==> config.mk <==
export PLATFORM = sky130hd
export DESIGN_NAME = miriscv_rvfi_trace_fifo
export DESIGN_NICKNAME = d
export VERILOG_FILES = /design/src/rtl/miriscv_rvfi_trace_fifo.sv
export SDC_FILE = /design/constraint.sdc
export NUM_CORES = 2
export LEC_CHECK = 0
export CAP_MARGIN = 0
export CORE_MARGIN = 3
export CORE_UTILIZATION = 50
export DETAILED_ROUTE_END_ITERATION = 8
export MAX_ROUTING_LAYER = met4
export PLACE_DENSITY = 0.73
export RECOVER_POWER = 100
export REMOVE_ABC_BUFFERS = 1
export SETUP_SLACK_MARGIN = 0.02
export SLEW_MARGIN = 20
export SYNTH_ARGS = -nofsm -noshare
export SYNTH_HDL_FRONTEND = slang
export SYNTH_SLANG_ARGS = --single-unit
==> constraint.sdc <==
create_clock -name clk_i -period 17.2 [get_ports clk_i]
set_input_delay 3.44 -clock clk_i [delete_from_list [all_inputs] [get_ports clk_i]]
set_output_delay 3.44 -clock clk_i [all_outputs]
set_load 0.02 [all_outputs]
==> src/rtl/miriscv_rvfi_trace_fifo.sv <==
// RVFI retirement trace buffer: formats one record per retired instruction,
// queues it in a DEPTH-entry FIFO with registered outputs and counts records lost on overflow.
module miriscv_rvfi_trace_fifo #(
  parameter int XLEN   = 32,
  parameter int DEPTH  = 4,
  parameter int DROP_W = 16
) (
  input  logic                clk_i,
  input  logic                rst_i,
  input  logic                ret_valid_i,
  input  logic [31:0]         ret_insn_i,
  input  logic [XLEN-1:0]     ret_pc_rdata_i,
  input  logic [XLEN-1:0]     ret_pc_wdata_i,
  input  logic                ret_trap_i,
  input  logic                ret_intr_i,
  input  logic                ret_rd_we_i,
  input  logic [4:0]          ret_rd_addr_i,
  input  logic [XLEN-1:0]     ret_rd_wdata_i,
  input  logic                ret_mem_req_i,
  input  logic                ret_mem_we_i,
  input  logic [1:0]          ret_mem_size_i,
  input  logic [XLEN-1:0]     ret_mem_addr_i,
  input  logic [XLEN-1:0]     ret_mem_wdata_i,
  input  logic [XLEN-1:0]     ret_mem_rdata_i,
  input  logic                rvfi_ready_i,
  output logic                rvfi_valid_o,
  output logic [63:0]         rvfi_order_o,
  output logic [31:0]         rvfi_insn_o,
  output logic                rvfi_trap_o,
  output logic                rvfi_intr_o,
  output logic [XLEN-1:0]     rvfi_pc_rdata_o,
  output logic [XLEN-1:0]     rvfi_pc_wdata_o,
  output logic [4:0]          rvfi_rd_addr_o,
  output logic [XLEN-1:0]     rvfi_rd_wdata_o,
  output logic [XLEN-1:0]     rvfi_mem_addr_o,
  output logic [XLEN/8-1:0]   rvfi_mem_rmask_o,
  output logic [XLEN/8-1:0]   rvfi_mem_wmask_o,
  output logic [XLEN-1:0]     rvfi_mem_rdata_o,
  output logic [XLEN-1:0]     rvfi_mem_wdata_o,
  output logic [1:0]          rvfi_mode_o,
  output logic [1:0]          rvfi_ixl_o,
  output logic                full_o,
  output logic [DROP_W-1:0]   drop_cnt_o
);

  localparam int XB    = XLEN / 8;
  localparam int OFF_W = $clog2(XB);
  localparam int PTR_W = $clog2(DEPTH);
  localparam int CNT_W = PTR_W + 1;

  typedef struct packed {
    logic [63:0]     order;
    logic [31:0]     insn;
    logic            trap;
    logic            intr;
    logic [XLEN-1:0] pc_rdata;
    logic [XLEN-1:0] pc_wdata;
    logic [4:0]      rd_addr;
    logic [XLEN-1:0] rd_wdata;
    logic [XLEN-1:0] mem_addr;
    logic [XB-1:0]   mem_rmask;
    logic [XB-1:0]   mem_wmask;
    logic [XLEN-1:0] mem_rdata;
    logic [XLEN-1:0] mem_wdata;
  } rec_t;

  rec_t             mem_q [DEPTH];
  rec_t             out_q, out_d;
  rec_t             rec_s;
  logic             valid_q, valid_d;
  logic             full_q, full_d;
  logic [CNT_W-1:0] count_q, count_d;
  logic [PTR_W-1:0] wr_ptr_q, wr_ptr_d;
  logic [PTR_W-1:0] rd_ptr_q, rd_ptr_d;
  logic [PTR_W-1:0] rd_ptr_nx_s;
  logic [63:0]      order_q, order_d;
  logic [DROP_W-1:0] drop_q, drop_d;
  logic             deq_s, enq_s, drop_s, at_full_s;
  logic [OFF_W-1:0] off_s;
  logic [7:0]       base_s;
  logic [XB-1:0]    mask_s;
  logic [XLEN-1:0]  lane_data_s;

  // Format the retiring instruction into a lane-aligned trace record.
  always_comb begin
    rec_s       = '0;
    off_s       = ret_mem_addr_i[OFF_W-1:0];
    case (ret_mem_size_i)
      2'd0:    base_s = 8'h01;
      2'd1:    base_s = 8'h03;
      2'd2:    base_s = 8'h0F;
      2'd3:    base_s = (XLEN == 64) ? 8'hFF : 8'h00;
      default: base_s = 8'h00;
    endcase
    mask_s      = XB'(base_s << off_s);
    lane_data_s = (ret_mem_we_i ? ret_mem_wdata_i : ret_mem_rdata_i) << {off_s, 3'b000};

    rec_s.order    = order_q;
    rec_s.insn     = ret_insn_i;
    rec_s.trap     = ret_trap_i;
    rec_s.intr     = ret_intr_i;
    rec_s.pc_rdata = ret_pc_rdata_i;
    rec_s.pc_wdata = ret_pc_wdata_i;
    if (ret_rd_we_i) begin
      rec_s.rd_addr  = ret_rd_addr_i;
      rec_s.rd_wdata = (ret_rd_addr_i != 5'd0) ? ret_rd_wdata_i : '0;
    end else begin
      rec_s.rd_addr  = 5'd0;
      rec_s.rd_wdata = '0;
    end
    if (ret_mem_req_i) begin
      rec_s.mem_addr = ret_mem_addr_i;
      if (ret_mem_we_i) begin
        rec_s.mem_wmask = mask_s;
        rec_s.mem_wdata = lane_data_s;
      end else begin
        rec_s.mem_rmask = mask_s;
        rec_s.mem_rdata = lane_data_s;
      end
    end else begin
      rec_s.mem_addr = '0;
    end
  end

  // Queue control; the output register always mirrors the FIFO head.
  always_comb begin
    at_full_s   = (count_q == CNT_W'(DEPTH));
    deq_s       = valid_q & rvfi_ready_i;
    enq_s       = ret_valid_i & (~at_full_s | deq_s);
    drop_s      = ret_valid_i & ~enq_s;
    rd_ptr_nx_s = rd_ptr_q + PTR_W'(1);

    case ({enq_s, deq_s})
      2'b10:   count_d = count_q + CNT_W'(1);
      2'b01:   count_d = count_q - CNT_W'(1);
      default: count_d = count_q;
    endcase
    wr_ptr_d = enq_s ? wr_ptr_q + PTR_W'(1) : wr_ptr_q;
    rd_ptr_d = deq_s ? rd_ptr_nx_s : rd_ptr_q;
    full_d   = (count_d == CNT_W'(DEPTH));
    order_d  = ret_valid_i ? order_q + 64'd1 : order_q;
    if (drop_s && (drop_q != {DROP_W{1'b1}})) begin
      drop_d = drop_q + DROP_W'(1);
    end else begin
      drop_d = drop_q;
    end

    out_d   = out_q;
    valid_d = valid_q;
    if (deq_s) begin
      if (count_q > CNT_W'(1)) begin
        out_d   = mem_q[rd_ptr_nx_s];
        valid_d = 1'b1;
      end else if (enq_s) begin
        out_d   = rec_s;
        valid_d = 1'b1;
      end else begin
        out_d   = '0;
        valid_d = 1'b0;
      end
    end else if (!valid_q && enq_s) begin
      out_d   = rec_s;
      valid_d = 1'b1;
    end else begin
      out_d   = out_q;
      valid_d = valid_q;
    end
  end

  // Control state and registered outputs.
  always_ff @(posedge clk_i) begin
    if (rst_i) begin
      count_q  <= '0;
      wr_ptr_q <= '0;
      rd_ptr_q <= '0;
      order_q  <= 64'd0;
      drop_q   <= '0;
      full_q   <= 1'b0;
      valid_q  <= 1'b0;
      out_q    <= '0;
    end else begin
      count_q  <= count_d;
      wr_ptr_q <= wr_ptr_d;
      rd_ptr_q <= rd_ptr_d;
      order_q  <= order_d;
      drop_q   <= drop_d;
      full_q   <= full_d;
      valid_q  <= valid_d;
      out_q    <= out_d;
    end
  end

  // Record storage; contents are don't-care until written, so no reset.
  always_ff @(posedge clk_i) begin
    if (enq_s) begin
      mem_q[wr_ptr_q] <= rec_s;
    end
  end

  assign rvfi_valid_o     = valid_q;
  assign rvfi_order_o     = out_q.order;
  assign rvfi_insn_o      = out_q.insn;
  assign rvfi_trap_o      = out_q.trap;
  assign rvfi_intr_o      = out_q.intr;
  assign rvfi_pc_rdata_o  = out_q.pc_rdata;
  assign rvfi_pc_wdata_o  = out_q.pc_wdata;
  assign rvfi_rd_addr_o   = out_q.rd_addr;
  assign rvfi_rd_wdata_o  = out_q.rd_wdata;
  assign rvfi_mem_addr_o  = out_q.mem_addr;
  assign rvfi_mem_rmask_o = out_q.mem_rmask;
  assign rvfi_mem_wmask_o = out_q.mem_wmask;
  assign rvfi_mem_rdata_o = out_q.mem_rdata;
  assign rvfi_mem_wdata_o = out_q.mem_wdata;
  assign rvfi_mode_o      = 2'd3;
  assign rvfi_ixl_o       = (XLEN == 64) ? 2'd2 : 2'd1;
  assign full_o           = full_q;
  assign drop_cnt_o       = drop_q;

endmodule

==> metrics.md <==
| Metric | Value |
|---|---|
| Status | `finished with violations` |
| Failing checks | `capacitance limit, slew limit` |
| Main area contributors after synthesis | `edfxtp_1, dfxtp_1, mux4_2` |
| Clock latency on the worst-skew pair | `between 0.7 and 0.8 ns` |
| # DRC | `0` |
| Worst-path clk slew | `roughly 0.060 ns` |
| Vias in the first global route | `37,300` |
| Top-area cell type share of the netlist area | `0.585` |
| # H-tree levels | `4` |
| Ys flop type | `edfxtp_1` |
| Peak VDD IR | `about 85 uV` |
| Reg-to-reg critical path startpoint | `count_q[0]` |
| Register-to-Register Path Depth | `7` |
| Clk_skew | `between 0.03 and 0.04 ns` |
| Total CTS buffers | `between 150 and 200` |
| Worst hold endpoint | `rvfi_pc_rdata_o[26]` |
| Worst-margin pin slew | `just under 7 ns` |
| Internal power | `about 0.0068 W` |
| Largest delay share family, worst path | `buffers and inverters` |
| Routed len/inst | `~25 um` |
| Switch share | `0.232` |
| Clock root cell | `clkbuf_16` |
| Final Hold Fails | `0` |
| Distinct cells, synth | `60` |
| HPWL after DPL | `around 90 mm` |
| Core area | `between 0.1 and 0.15 mm^2` |
| Routed WL | `between 150 and 200 mm` |
| Final setup fails | `0` |
| Asr flop ratio synth | `0` |
| Critical path fanouts, max | `63` |
| TNS Setup | `0 ns` |
| Share of cells above drive strength 1 | `0.144` |
| Post-synthesis sequential area ratio | `0.711` |
| EDFF count, synth | `1,212` |
| Final nets | `around 4,600` |
| Postcts setup bufs | `0` |
| Leakage | `around 25 nW` |
| Tcrit/Tclk final | `0.694` |
| Post-layout util | `0.609` |
| First-pass GRT wire length | `approximately 230 mm` |
| Hold Path Depth | `2` |
| RSZ-0062 raised after global routing | `false` |
| R2R setup slack | `8.17 ns` |
| Detailed-route via count | `between 30,000 and 40,000` |
| Clock power share | `0.401` |
| Initial DRC count | `roughly 3,600` |
| Max-cap violations | `21` |
| Power Dens Cells | `approximately 120 mW/mm^2` |
| Syn Std Cell Area | `0.0622 mm^2` |
| Post-CTS sizing | `0` |
| Hold_sp | `rvfi_pc_rdata_o[26]` |
| Synth Register Bits | `about 1,600` |
| Max Slew Vio Count | `about 1,100` |
| Full die area | `roughly 0.13 mm^2` |
| Initial Utilization | `0.507` |
| Clk sinks | `between 1,500 and 2,000` |
| Worst setup SP type | `input port` |
| Switching power | `approximately 0.0021 W` |
| Largest net degree at the start of global routing | `approximately 160` |
| Input/output buffers | `560` |
| Critical path's most frequent cell | `clkbuf_1` |
| DRT Pass-1 Iters | `5` |
| Synth warn | `0` |
| Hold_buf cts | `0` |
| Yosys top cell by area | `edfxtp_1` |
| Die H | `359 um` |
| Commonest non-fill, non-tap cell in the layout | `edfxtp_1` |
| Initial antenna violation count | `21` |
| Clk buf depth | `3` |
| Number of I/O pins | `roughly 570` |
| Slowest CP cell | `clkbuf_1` |
| Logic pwr share | `0.096` |
| Commonest cells after routing, fill and taps aside | `edfxtp_1, nor2_1, dlygate4sd3_1, dfxtp_1, mux4_2` |
| Worst Path Arrival | `between 10 and 15 ns` |
| Final Wtd Congestion | `0.800` |
| Setup Crit Path Kind | `input port to flop` |
| Crit path buf inv count | `4` |
| # rows | `128` |
| Synthesis-to-finish area growth | `20.1%` |
| Multi-input logic area | `0.0168 mm^2` |
| GRT Residual Overflow | `0` |
| ANT nets after route | `0` |
| Worst min-delay path class | `flop to flop` |
| Part of the power in registers | `0.503` |
| Worst slew margin | `-3.53` |
| Fill count | `8,931` |
| WP data required | `between 15 and 20 ns` |
| Reg area | `0.0442 mm^2` |
| Die width | `between 300 and 400 um` |
| Mapped Cells | `about 3,800` |
| CTS tree | `done` |
| Final min period | `about 12 ns` |
| R2R Path End | `mem_q[1][103]` |
| Gr usage total | `0.240` |
| Synthesized area per cell | `between 15 and 20 um^2` |
| Critical path's largest stage delay | `a little under 3 ns` |
| FMAX | `83.8 MHz` |
| Crit. End Element | `flop` |
| Worst-path cell chain | `dlygate4sd3_1 -> inv_1 -> a21oi_1 -> and2_0 -> clkbuf_1 -> clkbuf_1` |
| Vias per std cell | `about 6` |
## logic make-up (layout without fill, tap and decap cells)
kind of cell	count (synthesis)	after routing	share of synthesized area
and+or+nand+nor	1008	1008	0.0763
adders and majority gates	14	14	0.00281
other	2	21	0.000121
muxes	363	363	0.123
AOI/OAI and AO/OA	485	485	0.0596
xor gates and xnor gates	49	49	0.00690
DFF	1604	1604	0.711
buffers and inverters	317	943	0.0208
## power by group through the flow
| stage | logic (W) | registers, W | clock network [W] |
|---|---|---|---|
| floorplan | 0.000485 | 0.00466 | 0 |
| global placement | 0.000871 | 0.00454 | 0 |
| detailed placement | 0.000881 | 0.00455 | 0 |
| CTS | 0.000887 | 0.00447 | 0.00364 |
| global route | 0.000918 | 0.00449 | 0.00379 |
| finish | 0.000854 | 0.00447 | 0.00357 |
## synthesized netlist by cell type, drive strengths merged, types with 4 or more instances
master   number
a2111oi       4
a211oi      139
a21oi        53
a221oi      166
a22oi        64
a2bb2oi       9
a311oi        4
a32oi         5
and2         80
and3          8
and4          6
buf          76
clkbuf      216
dfxtp       392
edfxtp     1212
ha           14
inv          25
mux2          9
mux2i        35
mux4        319
nand2        43
nand3        29
nand4        35
nor2        453
nor3        297
nor4         15
o21ai        22
o31ai         6
or3          25
or4          10
xnor2        27
xor2         22
## stage by stage
step                hold slack [ns]  power, W  setup slack, ns  cell area, um^2  std cells
floorplan                     0.485   0.00515             1.80            61000       3552
global placement              0.476   0.00541             8.49            69200       5790
detailed placement            0.478   0.00543             8.47            69300       5791
CTS                           0.491   0.00899             9.26            74800       6093
global route                  0.500   0.00919             4.60            74700       6108
finish                        0.486   0.00889             5.27            74700       6112
## worst max path at each step
| stage | endpoint | slack (ns) | cells after the start | startpoint |
|---|---|---|---|---|
| 6_report | mem_q[1][103] | 5.27 | 6 | ret_valid_i |
| 5_1_grt | mem_q[1][93] | 4.60 | 6 | ret_valid_i |
| 4_1_cts | mem_q[2][212] | 9.26 | 7 | ret_valid_i |
| 3_5_place_dp | mem_q[2][144] | 8.47 | 7 | ret_valid_i |
| 3_3_place_gp | mem_q[2][212] | 8.49 | 7 | ret_valid_i |
| 2_1_floorplan | rvfi_insn_o[0] | 1.80 | 5 | rvfi_ready_i |
## flip-flops by register name, summed over array words and instances (netlist names), 16 cells and up
signal and count:
rvfi_rd_wdata_o 32, rvfi_mem_rdata_o 32, rvfi_mem_addr_o 32, rvfi_order_o 64, rvfi_pc_rdata_o 32, rvfi_insn_o 32
order_q 64, rvfi_pc_wdata_o 32, rvfi_mem_wdata_o 32, drop_cnt_o 16, mem_q 1212
## final cells by class
class	count	share of cell area
timing repair buffer	616	0.0810
tap	1625	0.0272
multi-input combinational	1923	0.224
clock buffer	222	0.0624
antenna	17	0.000569
clock inverter	80	0.0114
sequential	1604	0.592
inverter	25	0.00126
## worst min-delay path, stage by stage, from the launching register on
cell	delay [ns]
dfxtp_1	0.30
nor2_1	0.09
nor3_1	0.05
## metal layers
layer	up-vias	wire length, um	global-route usage
met1	18800	62100	0.321
met5	-	0	-
met3	259	12300	0.0520
met4	0	4760	0.0835
li1	16300	-	-
met2	1548	72800	0.367
No activity file was read; power rests on OpenSTA's default activity.
